## src/rtl/vfpu_engine.sv

```systemverilog
// Elementwise vector integer engine: joins operand streams A and B, applies a
// per-lane 32-bit operation and returns results through a 2-stage elastic pipe.
module vfpu_engine #(
    parameter int DATA_WIDTH = 32,
    parameter int NB_LANES   = DATA_WIDTH / 32,
    parameter int CNT_WIDTH  = 16
) (
    input  logic                    clk_i,
    input  logic                    rst_ni,
    input  logic                    clear_i,
    input  logic                    start_i,
    input  logic [2:0]              op_i,
    input  logic [CNT_WIDTH-1:0]    len_i,
    input  logic [DATA_WIDTH-1:0]   a_data_i,
    input  logic [DATA_WIDTH/8-1:0] a_strb_i,
    input  logic                    a_valid_i,
    output logic                    a_ready_o,
    input  logic [DATA_WIDTH-1:0]   b_data_i,
    input  logic [DATA_WIDTH/8-1:0] b_strb_i,
    input  logic                    b_valid_i,
    output logic                    b_ready_o,
    output logic [DATA_WIDTH-1:0]   r_data_o,
    output logic [DATA_WIDTH/8-1:0] r_strb_o,
    output logic                    r_valid_o,
    input  logic                    r_ready_i,
    output logic                    busy_o,
    output logic                    done_o,
    output logic [CNT_WIDTH-1:0]    beat_cnt_o
);

    localparam int STRB_WIDTH = DATA_WIDTH / 8;

    localparam logic [1:0] ST_IDLE  = 2'd0;
    localparam logic [1:0] ST_RUN   = 2'd1;
    localparam logic [1:0] ST_DRAIN = 2'd2;

    logic [1:0]            state_q;
    logic [2:0]            op_q;
    logic [CNT_WIDTH-1:0]  len_q;
    logic [CNT_WIDTH-1:0]  cnt_q;

    logic                  s1_valid_q;
    logic [DATA_WIDTH-1:0] s1_data_q;
    logic [STRB_WIDTH-1:0] s1_strb_q;
    logic                  s2_valid_q;
    logic [DATA_WIDTH-1:0] s2_data_q;
    logic [STRB_WIDTH-1:0] s2_strb_q;

    logic                  s1_can_load;
    logic                  s2_can_load;
    logic                  accept;
    logic                  last_beat;
    logic                  drain_done;
    logic [DATA_WIDTH-1:0] op_result;

    function automatic logic [31:0] lane_op(input logic [2:0] op,
                                            input logic [31:0] a,
                                            input logic [31:0] b);
        logic [31:0] res;
        case (op)
            3'd0:    res = a + b;
            3'd1:    res = a - b;
            3'd2:    res = a * b;
            3'd3:    res = ($signed(a) < $signed(b)) ? a : b;
            3'd4:    res = ($signed(a) > $signed(b)) ? a : b;
            default: res = a;
        endcase
        return res;
    endfunction

    always_comb begin
        op_result = '0;
        for (int l = 0; l < NB_LANES; l++) begin
            op_result[l*32 +: 32] = lane_op(op_q, a_data_i[l*32 +: 32], b_data_i[l*32 +: 32]);
        end
    end

    // Both sides see the same ready, so a beat is never consumed from only one stream.
    assign s2_can_load = !s2_valid_q || r_ready_i;
    assign s1_can_load = !s1_valid_q || s2_can_load;
    assign accept      = (state_q == ST_RUN) && a_valid_i && b_valid_i && s1_can_load;
    assign last_beat   = accept && ((cnt_q + CNT_WIDTH'(1)) == len_q);
    assign drain_done  = (state_q == ST_DRAIN) && !s1_valid_q && !s2_valid_q;

    assign a_ready_o  = accept;
    assign b_ready_o  = accept;
    assign r_data_o   = s2_data_q;
    assign r_strb_o   = s2_strb_q;
    assign r_valid_o  = s2_valid_q;
    assign busy_o     = (state_q != ST_IDLE);
    assign done_o     = drain_done;
    assign beat_cnt_o = cnt_q;

    always_ff @(posedge clk_i) begin
        if (!rst_ni || clear_i) begin
            state_q    <= ST_IDLE;
            op_q       <= '0;
            len_q      <= '0;
            cnt_q      <= '0;
            s1_valid_q <= 1'b0;
            s1_data_q  <= '0;
            s1_strb_q  <= '0;
            s2_valid_q <= 1'b0;
            s2_data_q  <= '0;
            s2_strb_q  <= '0;
        end else begin
            case (state_q)
                ST_IDLE: begin
                    if (start_i) begin
                        op_q    <= op_i;
                        len_q   <= len_i;
                        cnt_q   <= '0;
                        state_q <= (len_i == '0) ? ST_DRAIN : ST_RUN;
                    end
                end
                ST_RUN: begin
                    if (last_beat) begin
                        state_q <= ST_DRAIN;
                    end
                end
                ST_DRAIN: begin
                    if (drain_done) begin
                        state_q <= ST_IDLE;
                    end
                end
                default: state_q <= ST_IDLE;
            endcase

            if (accept && (cnt_q != len_q)) begin
                cnt_q <= cnt_q + CNT_WIDTH'(1);
            end

            if (s1_can_load) begin
                s1_valid_q <= accept;
                if (accept) begin
                    s1_data_q <= op_result;
                    s1_strb_q <= a_strb_i & b_strb_i;
                end
            end

            // Output register only advances when empty or being consumed, keeping r_* stable on stall.
            if (s2_can_load) begin
                s2_valid_q <= s1_valid_q;
                if (s1_valid_q) begin
                    s2_data_q <= s1_data_q;
                    s2_strb_q <= s1_strb_q;
                end
            end
        end
    end

endmodule
```

## config.mk

```make
export PLATFORM = sky130hd
export DESIGN_NAME = vfpu_engine
export DESIGN_NICKNAME = d
export VERILOG_FILES = /design/src/rtl/vfpu_engine.sv
export SDC_FILE = /design/constraint.sdc
export NUM_CORES = 2
export LEC_CHECK = 0
export ABC_AREA = 1
export CAP_MARGIN = 10
export CORE_MARGIN = 3
export CORE_UTILIZATION = 45
export DETAILED_ROUTE_END_ITERATION = 12
export GPL_ROUTABILITY_DRIVEN = 0
export PLACE_DENSITY = 0.72
export SLEW_MARGIN = 10
export SYNTH_ARGS = -nofsm -noshare
export SYNTH_HDL_FRONTEND = slang
export SYNTH_SLANG_ARGS = --single-unit
```

## constraint.sdc

```tcl
create_clock -name clk_i -period 21.3 [get_ports clk_i]
set_input_delay 4.26 -clock clk_i [delete_from_list [all_inputs] [get_ports clk_i]]
set_output_delay 4.26 -clock clk_i [all_outputs]
set_load 0.02 [all_outputs]
```

==> metrics.csv <==
metric;value;unit
CTS buffer count;9;
core area;0.0594;sq mm
DP Area;0.0293;sq mm
router iterations before antenna repair;8;
Final Critical Period;11.52;ns
Data required, critical path;21.55;ns
Worst-Margin Slew;1.21;ns
cell row count;89;
WHS;0.463;ns
CTS sink cnt;111;
slowest stage delay, CP;0.53;ns
CP arrival;11.77;ns
cell taking the most area after synthesis;fa_1;
sequential area share after synthesis;8.17;%
Hold Crit Class;reg2reg;
FF+latch count, synth;111;
DRT antenna net count;0;
Max Cap Viol;0;
setup repair bufs after CTS;0;
count of cell types in the netlist;52;
port bufs;154;
overall die height;252;um
CP max FO;26;
DR WL/cell;18.5;um
fin crit share;54.1;%
fin area;0.0296;sq mm
Area growth syn-to-layout;8.93;%
Final Max Slew Viols;0;
Worst Setup Path Type;in2reg;
H-tree depth;3;
total track usage;28.5;%
gr ovfl total;0;
Longest Clk Path Bufs;2;
largest net degree at the start of global routing;60;
RSZ-0062 raised after global routing;false;
Finish-stage setup viols;0;
status;completed;
Starting Density;45.8;%
Clock Root Buffer;clkbuf_16;
initial drt markers;3005;
Crit-path slowest cell;fa_1;
Worst-path clk slew;0.08;ns
Syn Inst Count;4057;
Most used DFF post-synth;dfxtp_1;
post_cts resized;0;
Post-Syn Area;0.0272;sq mm
vias in the first global route;26000;
most frequent CP cell;fa_1;
initial antenna violation count;0;
Syn Nets;4752;
number of synthesized flops with an enable pin;0;
Post-synth ARST share;0;%
worst skew pair latency;0.37;ns
synth top area cells;fa_1, nand2_1, inv_1, ha_1, dfxtp_1;
global-route wire length before repair;142000;um
Die ar.;0.0634;sq mm
Synth warnings;0;
Final Hold Vio Count;0;
cts hold-fix bufs;0;
vias post-DR;26400;
via/cell ratio;5.43;
top-area cell type share of the netlist area;30.2;%
layout cells sized above 1;3.08;%
maximum clock rate;86.8;MHz
syn avg cell area;6.70;sq um
Final Core Density;49.9;%
Residual DRC;0;
Die Span X;252;um
final net count;4778;
Total Wirelength;90100;um
DP HPWL;68100;um
CTS tree;built;
CP Launch Type;primary input;
Worst Setup End Kind;flip-flop;
clk_skew;0.0104;ns
io pins;155;
headroom to the max-slew limit;19.3;%
setup_tns;0;ns
## sequential cells by signal, indices dropped and copies added (netlist names)
register / cells
r_data_o: 32
s1_data_q: 32
beat_cnt_o: 16
len_q: 16
r_strb_o: 4
s1_strb_q: 4
op_q: 3
state_q: 2
r_valid_o: 1
s1_valid_q: 1
## critical path, delay by kind of cell
kind,cells,cell delay (ns)
adder cells (fa/ha/maj),9,4.32
buffers and inverters,8,1.28
AND/OR/NAND/NOR,9,1.33
AO/OA/AOI/OAI,4,0.53
## synth_stat cells (15+ instances only)
| library cell | count |
|---|---|
| ha_1 | 187 |
| o21bai_1 | 18 |
| xnor2_1 | 16 |
| buf_1 | 30 |
| nor3_1 | 35 |
| nand2_1 | 1023 |
| nor2_1 | 304 |
| o21ai_1 | 16 |
| o21ai_0 | 188 |
| clkbuf_1 | 127 |
| xor2_1 | 28 |
| nor4_1 | 15 |
| inv_1 | 947 |
| a21oi_1 | 226 |
| nand3_1 | 161 |
| nand4_1 | 36 |
| dfxtp_1 | 111 |
| buf_2 | 22 |
| fa_1 | 410 |
## cell families (layout without fill, tap and decap cells)
family / after synthesis / after routing / share of synthesized area [%]
buffers and inverters: 1151 / 1182 / 16.2
XOR/XNOR: 44 / 44 / 1.42
other: 0 / 2 / 0
adder cells (fa/ha/maj): 597 / 597 / 38.8
AND/OR/NAND/NOR: 1618 / 1618 / 24.4
AO/OA/AOI/OAI: 536 / 536 / 11.0
flip-flops: 111 / 111 / 8.17
## path summary, 6_finish.rpt
| kind | startpoint | to | slack [ns] | depth (start not counted) |
|---|---|---|---|---|
| worst max-delay path | a_data_i[9] | s1_data_q[26]$_SDFFE_PP0P_ | 9.78 | 30 |
| worst min-delay path | s1_strb_q[3]$_SDFFE_PP0P_ | s1_strb_q[3]$_SDFFE_PP0P_ | 0.46 | 2 |
| worst max register to register | beat_cnt_o[2]$_SDFFE_PP0P_ | beat_cnt_o[10]$_SDFFE_PP0P_ | 18.41 | 9 |
| worst min register to register | s1_strb_q[3]$_SDFFE_PP0P_ | s1_strb_q[3]$_SDFFE_PP0P_ | 0.46 | 2 |
## layer usage
metal | wire length, um | global-route usage (%)
met1 | 34900 | 37.3
met2 | 39800 | 45.4
met3 | 9880 | 5.39
met4 | 5530 | 14.5
met5 | 0 | 0
## stage by stage
step / worst slack (ns) / std cells
2_1_floorplan: 10.69 / 4057
3_3_place_gp: 9.56 / 4845
3_5_place_dp: 9.53 / 4845
4_1_cts: 9.94 / 4861
5_1_grt: 9.44 / 4861
6_report: 9.78 / 4863
## placed cells by master, fill, tap and decap left out, types with 6 or more instances in the layout
cell             instances
clkdlybuf4s50_1        150
xnor2_1                 16
nor3_1                  33
fa_1                   410
nor2_1                 303
nand2_2                  7
ha_1                   187
a31oi_1                  6
nand4_1                 36
nor4_1                  15
a21oi_1                226
a22oi_1                 13
o221ai_1                 6
o21bai_1                18
nand2_1               1023
o21ai_1                 16
or2_2                    8
o21a_1                   7
o22ai_1                  8
a21oi_2                  7
xor2_1                  28
inv_2                    9
nand3b_1                13
a21boi_0                 6
nand3_1                161
inv_1                  946
clkbuf_16                9
a221oi_1                 6
a21o_1                  10
o21ai_0                188
dfxtp_1                111
o211ai_1                 8
buf_4                   52
## final cells by class
cell class | instances | area (sq um)
multi-input combinational | 2795 | 20600
clock inverter | 7 | 114
clock buffer | 9 | 225
antenna | 2 | 5.00
fill | 5904 | 29700
timing repair buffer | 206 | 1910
sequential | 111 | 2220
inverter | 960 | 3610
tap | 773 | 967
Power is not shown: default switching activity piles up to over one toggle a cycle in this logic, so the estimate is an artifact.
